$ cat src/rtl/div_if.sv
// Request/response bundle between a divide requester (master) and div_seq (slave).
interface div_if;
  localparam int unsigned DW = 32;

  logic              signed_div_i;
  logic [DW-1:0]     opdata1_i;
  logic [DW-1:0]     opdata2_i;
  logic              start_i;
  logic              annul_i;
  logic [2*DW-1:0]   result_o;
  logic              ready_o;
  logic              busy_o;
  logic              divzero_o;

  modport master (
    output signed_div_i, opdata1_i, opdata2_i, start_i, annul_i,
    input  result_o, ready_o, busy_o, divzero_o
  );

  modport slave (
    input  signed_div_i, opdata1_i, opdata2_i, start_i, annul_i,
    output result_o, ready_o, busy_o, divzero_o
  );
endinterface

$ cat src/rtl/div_seq.sv
// 32/32 sequential restoring divider, signed or unsigned, one quotient bit per cycle.
// Optional DIV_EARLY_OUT_EN: short-circuit requests whose divisor magnitude exceeds the dividend's.
module div_seq (
  input  logic  clk,
  input  logic  rst,
  div_if.slave  bus
);
  localparam int unsigned DW = 32;
  localparam int unsigned CW = 6;
  localparam logic [CW-1:0] LAST_STEP = CW'(DW);

  typedef enum logic [1:0] {IDLE, BYZERO, ON, END} state_e;

  state_e            state_q;
  logic [CW-1:0]     cnt_q;
  logic [2*DW:0]     work_q;
  logic [DW-1:0]     divisor_q;
  logic              neg_quo_q;
  logic              neg_rem_q;
  logic [2*DW-1:0]   result_q;
  logic              ready_q;
  logic              divzero_q;
`ifdef DIV_EARLY_OUT_EN
  logic              early_q;
  logic [DW-1:0]     dividend_q;
`endif

  logic              a_neg;
  logic              b_neg;
  logic [DW-1:0]     a_mag;
  logic [DW-1:0]     b_mag;
  logic [DW+1:0]     trial;
  logic [2*DW:0]     work_d;
  logic [DW-1:0]     quo_fix;
  logic [DW-1:0]     rem_fix;

  // Operand magnitudes, one restoring step, and the final sign fix-up.
  // work_q = {partial remainder [2DW:DW], unshifted dividend bits / quotient bits [DW-1:0]}.
  always_comb begin
    a_neg   = bus.signed_div_i & bus.opdata1_i[DW-1];
    b_neg   = bus.signed_div_i & bus.opdata2_i[DW-1];
    a_mag   = a_neg ? DW'(~bus.opdata1_i + 1'b1) : bus.opdata1_i;
    b_mag   = b_neg ? DW'(~bus.opdata2_i + 1'b1) : bus.opdata2_i;
    trial   = work_q[2*DW:DW-1] - {2'b00, divisor_q};
    work_d  = trial[DW+1] ? {work_q[2*DW-1:0], 1'b0}
                          : {trial[DW:0], work_q[DW-2:0], 1'b1};
    quo_fix = neg_quo_q ? DW'(~work_q[DW-1:0] + 1'b1) : work_q[DW-1:0];
    rem_fix = neg_rem_q ? DW'(~work_q[2*DW-1:DW] + 1'b1) : work_q[2*DW-1:DW];
  end

  always_ff @(posedge clk) begin
    if (rst) begin
      state_q    <= IDLE;
      cnt_q      <= '0;
      work_q     <= '0;
      divisor_q  <= '0;
      neg_quo_q  <= 1'b0;
      neg_rem_q  <= 1'b0;
      result_q   <= '0;
      ready_q    <= 1'b0;
      divzero_q  <= 1'b0;
`ifdef DIV_EARLY_OUT_EN
      early_q    <= 1'b0;
      dividend_q <= '0;
`endif
    end else begin
      case (state_q)
        IDLE: begin
          if (bus.start_i && !bus.annul_i) begin
            cnt_q     <= '0;
            work_q    <= {{(DW+1){1'b0}}, a_mag};
            divisor_q <= b_mag;
            neg_quo_q <= a_neg ^ b_neg;
            neg_rem_q <= a_neg;
`ifdef DIV_EARLY_OUT_EN
            early_q    <= 1'b0;
            dividend_q <= bus.opdata1_i;
            if (bus.opdata2_i == '0) begin
              state_q <= BYZERO;
            end else if (b_mag > a_mag) begin
              early_q <= 1'b1;
              state_q <= BYZERO;
            end else begin
              state_q <= ON;
            end
`else
            if (bus.opdata2_i == '0) begin
              state_q <= BYZERO;
            end else begin
              state_q <= ON;
            end
`endif
          end
        end

        // Two-edge path: divide-by-zero, or the early-out shortcut when enabled.
        BYZERO: begin
          if (bus.annul_i) begin
            state_q <= IDLE;
          end else begin
            state_q <= END;
            ready_q <= 1'b1;
`ifdef DIV_EARLY_OUT_EN
            if (early_q) begin
              result_q  <= {dividend_q, {DW{1'b0}}};
              divzero_q <= 1'b0;
            end else begin
              result_q  <= '0;
              divzero_q <= 1'b1;
            end
`else
            result_q  <= '0;
            divzero_q <= 1'b1;
`endif
          end
        end

        // Annul wins over completion; the final count only registers the result.
        ON: begin
          if (bus.annul_i) begin
            state_q <= IDLE;
            cnt_q   <= '0;
          end else if (cnt_q == LAST_STEP) begin
            state_q  <= END;
            cnt_q    <= '0;
            result_q <= {rem_fix, quo_fix};
            ready_q  <= 1'b1;
          end else begin
            work_q <= work_d;
            cnt_q  <= cnt_q + CW'(1);
          end
        end

        END: begin
          if (!bus.start_i) begin
            state_q   <= IDLE;
            result_q  <= '0;
            ready_q   <= 1'b0;
            divzero_q <= 1'b0;
          end
        end

        default: begin
          state_q <= IDLE;
        end
      endcase
    end
  end

  assign bus.result_o  = result_q;
  assign bus.ready_o   = ready_q;
  assign bus.divzero_o = divzero_q;
  assign bus.busy_o    = (state_q != IDLE);

endmodule

$ cat src/flat_wrapper.sv
// flat-port wrapper written by rule: the top's interface ports become plain ports
module div_seq_flat 
  (clk, rst, bus_signed_div_i, bus_opdata1_i, bus_opdata2_i, bus_start_i, bus_annul_i, bus_result_o, bus_ready_o, bus_busy_o, bus_divzero_o);
  div_if bus_i ();
  input  logic clk;
  input  logic rst;
  input wire logic [$bits(bus_i.signed_div_i)-1:0] bus_signed_div_i;
  input wire logic [$bits(bus_i.opdata1_i)-1:0] bus_opdata1_i;
  input wire logic [$bits(bus_i.opdata2_i)-1:0] bus_opdata2_i;
  input wire logic [$bits(bus_i.start_i)-1:0] bus_start_i;
  input wire logic [$bits(bus_i.annul_i)-1:0] bus_annul_i;
  output wire logic [$bits(bus_i.result_o)-1:0] bus_result_o;
  output wire logic [$bits(bus_i.ready_o)-1:0] bus_ready_o;
  output wire logic [$bits(bus_i.busy_o)-1:0] bus_busy_o;
  output wire logic [$bits(bus_i.divzero_o)-1:0] bus_divzero_o;
  assign bus_i.signed_div_i = bus_signed_div_i;
  assign bus_i.opdata1_i = bus_opdata1_i;
  assign bus_i.opdata2_i = bus_opdata2_i;
  assign bus_i.start_i = bus_start_i;
  assign bus_i.annul_i = bus_annul_i;
  assign bus_result_o = bus_i.result_o;
  assign bus_ready_o = bus_i.ready_o;
  assign bus_busy_o = bus_i.busy_o;
  assign bus_divzero_o = bus_i.divzero_o;
  div_seq u_core (.clk(clk), .rst(rst), .bus(bus_i));
endmodule
$ cat config.mk
export PLATFORM = sky130hd
export DESIGN_NAME = div_seq_flat
export DESIGN_NICKNAME = d
export VERILOG_FILES = /design/src/rtl/div_if.sv /design/src/rtl/div_seq.sv /design/src/flat_wrapper.sv
export SDC_FILE = /design/constraint.sdc
export NUM_CORES = 1
export LEC_CHECK = 0
export BUFFER_PORTS_ARGS = -buffer_cell sky130_fd_sc_hd__buf_2
export CAP_MARGIN = 40
export CORE_ASPECT_RATIO = 0.7
export CORE_MARGIN = 4
export CORE_UTILIZATION = 50
export CTS_BUF_LIST = sky130_fd_sc_hd__clkbuf_2 sky130_fd_sc_hd__clkbuf_4 sky130_fd_sc_hd__clkbuf_8
export DETAILED_ROUTE_END_ITERATION = 12
export GPL_TIMING_DRIVEN = 0
export PLACE_DENSITY = 0.68
export SYNTH_ARGS = -nofsm -noshare
export SYNTH_HDL_FRONTEND = slang
export SYNTH_SLANG_ARGS = --single-unit
$ cat constraint.sdc
create_clock -name clk -period 7.35 [get_ports clk]
set_input_delay 0.735 -clock clk [delete_from_list [all_inputs] [get_ports clk]]
set_output_delay 0.735 -clock clk [all_outputs]
set_load 0.02 [all_outputs]
==> results of run 1 <==
-- cell usage in the layout, fill, tap and decap left out, drive strengths merged, types with 43 or more instances in the layout --
master	instances
xnor2	101
a21oi	126
dfxtp	173
clkbuf	88
o21ai	113
buf	149
a22oi	43
inv	72
nand2	160
nor2	154
-- state kept, by name (all words and copies together) (netlist names), 2 cells and up --
signal and cells:
u_core.cnt_q 6, u_core.state_q 2, u_core.bus.result_o 64, u_core.work_q 65
u_core.divisor_q 32
-- layer usage --
metal	vias to the layer above	track usage [%]
met2	577	35.56
met4	0	4.490
met5	-	0
li1	5465	-
met3	29	7.585
met1	5242	48.86
-- critical path: stages (launching register included) --
cell and delay, ns:
dfxtp_1 0.61, ha_1 0.31, clkbuf_1 0.21, a21oi_1 0.24
o21ai_0 0.15, a2111o_1 0.48, and3_1 0.20, a31o_2 0.23
nor3_1 0.23, buf_2 0.35, buf_2 0.37, o21ai_0 0.11
o21ai_0 0.09, nor2_1 0.05
-- cell usage after synthesis, types with 3 or more instances --
cell	instances
a311oi_1	7
o21ai_0	107
o31a_1	3
nand3_1	22
nor3_1	24
clkbuf_1	70
o21bai_1	5
nor4_1	9
a22o_1	26
a22oi_1	43
o41ai_1	12
xor2_1	42
dfxtp_1	173
a31oi_1	5
and3_1	10
nand2_2	3
or4_1	12
nand4_1	7
buf_4	3
a21oi_1	124
ha_1	42
a21o_1	13
and2_1	10
mux2i_1	5
inv_1	64
nor2_1	154
a21boi_0	5
or3_1	20
a211oi_1	29
o21a_1	10
o21ai_1	6
o211ai_1	10
buf_2	5
nand2b_1	16
xnor2_1	101
a32oi_1	7
or2_2	6
buf_1	4
a211o_1	3
nor2b_1	5
o31ai_1	15
o22ai_1	6
nand2_1	157
-- path summary, 6_finish.rpt --
path                                           start                    to  slack, ns  depth (start not counted)
worst min register to register  u_core.divisor_q[26]  u_core.divisor_q[26]       0.46                          2
worst max register to register     u_core.work_q[51]      u_core.work_q[0]       3.57                         13
worst min-delay path            u_core.divisor_q[26]  u_core.divisor_q[26]       0.46                          2
worst max-delay path               u_core.work_q[51]      u_core.work_q[0]       3.57                         13
-- power breakdown --
group	internal [mW]	switching, mW
Combinational	0.475	0.944
Sequential	1.02	0.131
Clock	0.272	0.453
Total	1.77	1.53
-- cell families after synthesis --
group / count (synthesis) / synth area share (%)
flip-flops: 173 / 31.18
buffers and inverters: 149 / 5.339
adder cells (fa/ha/maj): 43 / 4.912
AND/OR/NAND/NOR: 470 / 19.67
multiplexers: 5 / 0.4506
AO/OA/AOI/OAI: 460 / 27.17
XOR/XNOR: 143 / 11.28
-- layout make-up --
class	count	area (µm²)
Clock buffer	17	234.0
Clock inverter	15	209.0
Tap cell	282	352.8
Timing Repair Buffer	135	675.6
Buffer	85	352.8
Fill cell	2105	9155
Inverter	64	240.2
Sequential cell	173	3463
Multi-Input combinational cell	1121	7051
==> summary.md, run 1 <==
| Metric | Value |
|---|---|
| Num rows | 45 |
| Fraction of registers with async set or reset after synthesis | 0% |
| Clock Pin Slew Worst Setup and Hold Paths | 0.11 ns |
| Highest net fanout along the worst path | 10 |
| Clock sink count | 173 |
| WP data arrival | 4.14 ns |
| Worst-Margin Slew | 0.7986 ns |
| First-pass GRT wire length | 56340 µm |
| Layout area overhead | 13.25% |
| Crit path capture type | register |
| Syn Nets | 1555 |
| Metal2 WL | 13250 µm |
| Post-layout util | 57.88% |
| Dpl cells | 1860 |
| CTS Buf Count | 17 |
| Die area | 24700 µm² |
| Register bit count reported by yosys | 173 |
| Largest net degree at the start of global routing | 22 |
| Final min period | 3.778 ns |
| Syn_area_per_cell | 7.697 µm² |
| Met1 wire length | 18570 µm |
| Top_reg_cell synth | dfxtp_1 |
| Slew Limit Fails | 0 |
| Area leader, netlist | dfxtp_1 |
| Top Metal Used | met4 |
| Layout cell share with drive strength beyond 1 | 12.73% |
| Clock Tree Root | clkbuf_8 |
| Area after DPL | 12140 µm² |
| WP data required | 7.72 ns |
| Antenna violations before repair | 0 |
| I/O Buffers | 135 |
| Gr usage total | 28.82% |
| Later-pin clock latency in the skew report | 0.50 ns |
| Nets | 1709 |
| Clock Skews | 0.02649 ns |
| Cells after Synth | 1443 |
| Post-synth cell types | 71 |
| Seq/Total Area, Yosys | 31.18% |
| Antenna Nets Post-Route | 0 |
| H-tree depth | 4 |
| Final setup margin | 3.572 ns |
| Vias per Instance | 5.979 |
| Synth area leaders | dfxtp_1 (31%), xnor2_1 (8.0%), a21oi_1 (5.6%) |
| Netlist Area Pre-Place | 11110 µm² |
| Initial DRT Pass Iterations | 5 |
| Antenna cells | 0 |
| Post-CTS Setup Bufs | 0 |
| Cell Pwr Density | 262.4 nW/µm² |
| Slew headroom | 46.40% |
| Die width | 186.1 µm |
| RSZ-0062 raised after global routing | false |
| Final Cycle Share | 51.40% |
| Tot Pwr | 3.300 mW |
| Final Hold Viols | 0 |
| Gr ovfl total | 0 |
| Setup WS pre-CTS | 3.733 ns |
| Final setup TNS | 0 ns |
| DRC viols | 0 |
| Clk buf depth | 2 |
| Post-Route WL | 36540 µm |
| Number of synthesized flops with an enable pin | 0 |
| Hold Crit Class | register to register |
| Max rail drop VDD | 0.1246 mV |
| Synth top area share | 31.18% |
| Startpoint Class | register |
| Final setup violation count | 0 |
| # IOs | 136 |
| DR WL/cell | 19.32 µm |
| Leakage power | 5.155 nW |
| Hold_ws | 0.4604 ns |
| Syn. warnings | 0 |
| GPL Wtd Cong | 0.9588 |
| Initial Util | 51.11% |
| Outcome | completed |
| CTS resizes | 0 |
| Die Ht | 132.7 µm |
| Vias | 11313 |
| Number of global-route vias before repair | 10032 |
| Max Clk Rate | 0.2647 GHz |
| Final Instance Area | 12580 µm² |
| Finished Layout Cells | 1892 |
| Initial DRC count | 1375 |
| WL met3 | 4438 µm |
| Total core area | 21730 µm² |
| Crit Path Category | register to register |
| Hold buffer count at CTS | 0 |
| Hpwl dp | 28610 µm |
| Max cap viols | 0 |
| CTS tree | built |
(Power assumes the default switching activity.)
==> run 2, diff against run 1 <==
- clock period: 7.35 -> 3.6 ns (I/O delays scaled with it)
==> run 2 against run 1 <==
Against the previous run: largest cell class unchanged; combinational power up 100%; sequential power up 100%; clock skew about the same; final cell count unchanged; total power up 100%; critical path depth unchanged; utilization up 0.12 points.
==> summary.md, run 2 (synthesis results as in run 1) <==
| Metric | Value |
|---|---|
| Clock Tree Root | clkbuf_8 |
| Post-Route WL | 36490 µm (-0.15%) |
| WP data arrival | 3.84 ns (-0.30 ns) |
| Initial Util | 51.11% (unchanged) |
| Leakage power | 5.168 nW (+0.25%) |
| GPL Wtd Cong | 0.9588 (unchanged) |
| Worst-Margin Slew | 0.8050 ns (+0.006367 ns) |
| I/O Buffers | 135 (unchanged) |
| Num rows | 45 (unchanged) |
| Final min period | 3.482 ns (-0.2960 ns) |
| Largest net degree at the start of global routing | 22 (unchanged) |
| Commonest non-fill, non-tap cell in the layout | dfxtp_1 |
| Sw Ratio | 46.26% (about the same) |
| Gr usage total | 28.82% (unchanged) |
| Critical-path cell list | ha_1, clkbuf_1, a21oi_1, o21ai_0, a2111o_1, and3_1, a31o_2, nor3_1, clkbuf_4, clkbuf_4, o21ai_0, o21ai_0, nor2_1 |
| WP data required | 3.96 ns (-3.76 ns) |
| FF-to-FF path depth | 13 (unchanged) |
| Worst-case hold path end point | u_core.divisor_q[0] |
| First-pass GRT wire length | 56340 µm (unchanged) |
| Final Cycle Share | 96.73% (+45 points) |
| Nets | 1709 (unchanged) |
| Layout area overhead | 13.48% |
| Antenna Nets Post-Route | 0 (unchanged) |
| Clock Pin Slew Worst Setup and Hold Paths | 0.11 ns (about the same) |
| Hold buffer count at CTS | 0 (unchanged) |
| Max rail drop VDD | 0.2568 mV (+110%) |
| Psw | 3.122 mW (+100%) |
| Number of flip-flops in the largest register | 65 (unchanged) |
| Top Usage Layer GRT | met1 |
| Max stage delay on crit path | 0.48 ns (-0.13 ns) |
| Total core area | 21730 µm² (unchanged) |
| Die area | 24700 µm² (unchanged) |
| Worst Hold Path Cells | 3 (+1) |
| Final setup TNS | 0 ns (unchanged) |
| Antenna cells | 0 (unchanged) |
| Die Ht | 132.7 µm (unchanged) |
| Hold Crit Class | input pin to register |
| Hold Path Origin | bus_opdata2_i[0] |
| Final setup violation count | 0 (unchanged) |
| Vias | 11296 (-0.15%) |
| Layout cell share with drive strength beyond 1 | 13.17% (+0.43 points) |
| Antenna violations before repair | 0 (unchanged) |
| Startpoint Class | register |
| Final Hold Viols | 0 (unchanged) |
| # IOs | 136 (unchanged) |
| Later-pin clock latency in the skew report | 0.50 ns (about the same) |
| Most used cell, CP | o21ai_0 |
| Post-CTS Setup Bufs | 0 (unchanged) |
| CTS Buf Count | 17 (unchanged) |
| Crit Reg-Reg Endpoint | u_core.work_q[0] |
| Global Route met3 Usage | 7.585% (unchanged) |
| Crit Path Category | register to register |
| Crit path capture type | register |
| CTS resizes | 1 (+1) |
| Slew Limit Fails | 0 (unchanged) |
| Clk network pwr share | 21.9% (about the same) |
| Highest net fanout along the worst path | 10 (unchanged) |
| Vias per Instance | 5.970 (-0.15%) |
| Slowest cell on crit path | dfxtp_2 |
| Max cap viols | 0 (unchanged) |
| DRC viols | 0 (unchanged) |
| Gr ovfl total | 0 (unchanged) |
| Outcome | completed |
| DR WL/cell | 19.29 µm (-0.15%) |
| R2R Setup Slk | 0.12 ns (-3.45 ns) |
| Tot Pwr | 6.748 mW (+100%) |
| Seq pwr share | 34.9% (about the same) |
| Fillers | 2105 (unchanged) |
| Met2 Usage GRT | 35.56% (unchanged) |
| Reg2reg start | u_core.work_q[51] |
| Max Clk Rate | 0.2872 GHz (+8.5%) |
| Top reg by flops | u_core.work_q |
| Clk buf depth | 2 (unchanged) |
| Internal power | 3.627 mW (+100%) |
| Most frequent cells in the layout | dfxtp_1 (169), nand2_1 (157), nor2_1 (154) |
| CTS tree | built |
| Die width | 186.1 µm (unchanged) |
| Clock sink count | 173 (unchanged) |
| RSZ-0062 raised after global routing | false |
| Clock Skews | 0.02652 ns (+0.00003870 ns) |
| Met1 usage | 48.86% (unchanged) |
| Gate power share | 43.2% (+0.2 points) |
| Number of global-route vias before repair | 10032 (unchanged) |
| Slew headroom | 45.97% (-0.43 points) |
| Initial DRT Pass Iterations | 6 (+1) |
| Hpwl dp | 28610 µm (unchanged) |
| Cell Pwr Density | 535.4 nW/µm² (+100%) |
| Initial DRC count | 1382 (+0.51%) |
| H-tree depth | 4 (unchanged) |
==> run 2: worst max-delay path, delay by kind of cell, from the launching register on <==
| kind | cells | cell delay [ns] |
|---|---|---|
| buffers and inverters | 3 | 0.83 |
| flip-flops | 1 | 0.48 |
| adder cells (fa/ha/maj) | 1 | 0.28 |
| AND/OR/NAND/NOR | 3 | 0.48 |
| AO/OA/AOI/OAI | 6 | 1.29 |
==> run 2: layout make-up <==
class / count / area, µm² / share of cell area [%]
Multi-Input combinational cell: 1121 / 7067 / 56.07
Sequential cell: 173 / 3468 / 27.52
Timing Repair Buffer: 135 / 675.6 / 5.360
Buffer: 85 / 357.8 / 2.839
Tap cell: 282 / 352.8 / 2.799
Inverter: 64 / 240.2 / 1.906
Clock buffer: 17 / 234.0 / 1.856
Clock inverter: 15 / 209.0 / 1.658
==> run 2: worst max path at each step <==
stage / startpoint / endpoint / cells after the start
3_5_place_dp: u_core.work_q[51] / u_core.work_q[0] / 13
6_report: u_core.work_q[51] / u_core.work_q[0] / 13
4_1_cts: u_core.divisor_q[8] / u_core.work_q[61] / 11
5_1_grt: u_core.work_q[31] / u_core.work_q[62] / 13
2_1_floorplan: u_core.divisor_q[30] / u_core.work_q[32] / 12
3_3_place_gp: u_core.work_q[51] / u_core.work_q[0] / 13
==> run 2: power groups by stage <==
| stage | registers [mW] | clock network, mW | logic [mW] |
|---|---|---|---|
| 6_report | 2.36 | 1.48 | 2.91 |
| 5_1_grt | 2.38 | 1.57 | 3.20 |
| 4_1_cts | 2.34 | 1.49 | 2.83 |
| 3_5_place_dp | 2.38 | 0 | 2.81 |
| 3_3_place_gp | 2.37 | 0 | 2.77 |
| 2_1_floorplan | 2.29 | 0 | 2.06 |
==> run 2: layer usage <==
layer	routed length [µm]	vias up
li1	-	5475
met1	18350	5223
met2	13310	566
met3	4526	32
met4	301	0
met5	0	-
==> run 2: metrics by stage <==
step	worst slack [ns]	utilization, %	instance area (µm²)	hold WS (ns)	instances
after CTS	0.03525	57.88	12580	0.1313	1892
final	0.1179	58.00	12600	0.1490	1892
after floorplan	0.6755	-	11110	0.4319	1443
after detailed placement	-0.01726	55.84	12140	0.4467	1860
after global placement	0.06685	55.84	12140	0.4401	1860
after global routing	0.008017	58.00	12600	0.1643	1892
==> run 3, diff against run 2 <==
- PLACE_DENSITY: 0.68 -> 0.7
- REMOVE_ABC_BUFFERS: unset -> 1
==> run 3 against run 2 <==
Against the previous run: via count shrank 5.6%; design area is 0.14% lower; sequential share of layout area hardly changed; worst hold slack improved by 0.019 ns; clock skew decreased by 0.011 ns; worst setup slack improved by 0.062 ns; total power up 0.25%; highest routed layer unchanged.
==> summary.md, run 3 (synthesis results as in run 1) <==
| Metric | Value |
|---|---|
| Outcome | completed |
| CTS Buf Count | 17 (unchanged) |
| Finished Layout Cells | 1823 (-3.6%) |
| Leakage power | 5.185 nW (+0.33%) |
| Crit Path Category | register to register |
| Max cap viols | 0 (unchanged) |
| Die width | 186.1 µm (unchanged) |
| WP data required | 3.96 ns (about the same) |
| Initial DRT Pass Iterations | 6 (unchanged) |
| Max rail drop VDD | 0.2986 mV (+16%) |
| Crit path capture type | register |
| Later-pin clock latency in the skew report | 0.49 ns (about the same) |
| Antenna Nets Post-Route | 0 (unchanged) |
| Clock Pin Slew Worst Setup and Hold Paths | 0.10 ns (about the same) |
| Top delay family on crit path | compound AO/OA/AOI/OAI gates |
| Antenna cells | 0 (unchanged) |
| Num rows | 45 (unchanged) |
| Clock Skews | 0.01568 ns (-0.01084 ns) |
| Dpl cells | 1791 (-3.7%) |
| RSZ-0062 raised after global routing | false |
| Gr usage total | 24.40% (-4.4 points) |
| Vias | 10660 (-5.6%) |
| Final min period | 3.420 ns (-0.06213 ns) |
| Slew headroom | 43.52% (-2.5 points) |
| Commonest non-fill, non-tap cell in the layout | dfxtp_1 |
| Startpoint Class | register |
| I/O Buffers | 135 (unchanged) |
| Gr ovfl total | 0 (unchanged) |
| # IOs | 136 (unchanged) |
| H-tree depth | 4 (unchanged) |
| Clock Tree Root | clkbuf_8 |
| Post-Route WL | 30500 µm (-16%) |
| Initial Util | 51.11% (unchanged) |
| Vias per Instance | 5.848 (-2.1%) |
| Max Clk Rate | 0.2924 GHz (+1.8%) |
| Die Ht | 132.7 µm (unchanged) |
| Bufs and invs on worst path | 3 (unchanged) |
| Top reg by flops | u_core.work_q |
| Area after DPL | 12090 µm² (-0.39%) |
| Highest net fanout along the worst path | 16 (+6) |
| Initial DRC count | 784 (-43%) |
| Hpwl dp | 22970 µm (-20%) |
| DRC viols | 0 (unchanged) |
| Clk buf depth | 2 (unchanged) |
| Critical-path cell list | ha_1, a211o_1, o211a_1, a2111o_1, and3_1, a31o_2, nor3_4, buf_6, buf_6, buf_8, nor2_1, a21oi_1, o21ai_0 |
| Number of global-route vias before repair | 9673 (-3.6%) |
| Final setup TNS | 0 ns (unchanged) |
| Most frequent cells in the layout | dfxtp_1 (171), nand2_1 (157), nor2_1 (152) |
| Largest net degree at the start of global routing | 79 (+260%) |
| Final Instance Area | 12590 µm² (-0.14%) |
| Cell Pwr Density | 537.5 nW/µm² (+0.39%) |
| WP data arrival | 3.78 ns (-0.06 ns) |
| Layout area overhead | 13.33% |
| Nets | 1641 (-4.0%) |
| CTS tree | built |
| Post-layout util | 57.92% (-0.081 points) |
| Clock sink count | 173 (unchanged) |
| Hold_ws | 0.1680 ns (+0.01902 ns) |
| Hold Crit Class | input pin to register |
| Final Hold Viols | 0 (unchanged) |
| Total core area | 21730 µm² (unchanged) |
| GPL Wtd Cong | 0.8920 (-7.0%) |
| Hold buffer count at CTS | 0 (unchanged) |
| Final Cycle Share | 95.00% (-1.7 points) |
| Slew Limit Fails | 0 (unchanged) |
| Number of flip-flops in the largest register | 65 (unchanged) |
| Worst-Margin Slew | 0.8472 ns (+0.04222 ns) |
| Antenna violations before repair | 0 (unchanged) |
| Die area | 24700 µm² (unchanged) |
| Layout cell share with drive strength beyond 1 | 14.60% (+1.4 points) |
| First-pass GRT wire length | 49730 µm (-12%) |
| Slowest cell on crit path | dfxtp_1 |
| DR WL/cell | 16.73 µm (-13%) |
| Max stage delay on crit path | 0.54 ns (+0.06 ns) |
| Final setup violation count | 0 (unchanged) |
| Most used cell, CP | buf_6 |
run 3: cell types whose count changed in the layout (fill, tap and decap cells not counted), moves of 3 or more:
cell | previous run | this run
clkinv_4 | 0 | 3
bufinv_16 | 0 | 3
buf_1 | 4 | 0
buf_8 | 0 | 7
buf_16 | 0 | 4
inv_6 | 4 | 0
clkbuf_8 | 17 | 22
buf_2 | 138 | 135
clkbuf_1 | 70 | 0
clkinv_8 | 7 | 0
inv_12 | 3 | 0
run 3: where the power goes:
part,switching (mW),total [mW],internal (mW)
Combinational,1.85,2.94,1.09
Clock,0.747,1.52,0.776
Sequential,0.212,2.30,2.09
run 3: metal layers:
metal | wire [µm] | vias up | GRT usage (%)
li1 | - | 5302 | -
met1 | 15340 | 4965 | 37.50
met2 | 12660 | 360 | 34.94
met3 | 2005 | 33 | 4.204
met4 | 498 | 0 | 6.553
met5 | 0 | - | 0
run 3: repair_timing:
item,CTS,global route
resized for setup,1,12
buffers inserted,0,1
pin swaps,0,1
endpoints found under the setup margin,10,22
run 3: worst paths after layout:
check | slack, ns | from | cells after the start | to
max | 0.18 | u_core.work_q[57] | 13 | u_core.work_q[40]
min | 0.17 | bus_opdata2_i[1] | 3 | u_core.divisor_q[1]
max reg2reg | 0.18 | u_core.work_q[57] | 13 | u_core.work_q[40]
min reg2reg | 0.45 | u_core.bus.result_o[1] | 2 | u_core.bus.result_o[1]
run 3: area by class of cell:
| cell class | instances | area [µm²] |
|---|---|---|
| Clock buffer | 22 | 302.8 |
| Clock inverter | 9 | 133.9 |
| Fill cell | 2048 | 9146 |
| Inverter | 64 | 240.2 |
| Multi-Input combinational cell | 1121 | 7123 |
| Sequential cell | 173 | 3466 |
| Tap cell | 282 | 352.8 |
| Timing Repair Buffer | 152 | 968.4 |
run 3: tightest hold or removal path, delay by kind of cell:
family | cells | cell delay, ns
AOI/OAI and AO/OA | 1 | 0.08
buffers and inverters | 1 | 0.11
and+or+nand+nor | 1 | 0.05
run 3: metrics by stage:
| step | power (mW) | setup slack [ns] |
|---|---|---|
| 3_5_place_dp | 5.188 | -0.02769 |
| 3_3_place_gp | 4.941 | -3.608 |
| 6_report | 6.765 | 0.1800 |
| 2_1_floorplan | 4.235 | -1.541 |
| 5_1_grt | 7.187 | 0.01044 |
| 4_1_cts | 6.712 | 0.03613 |
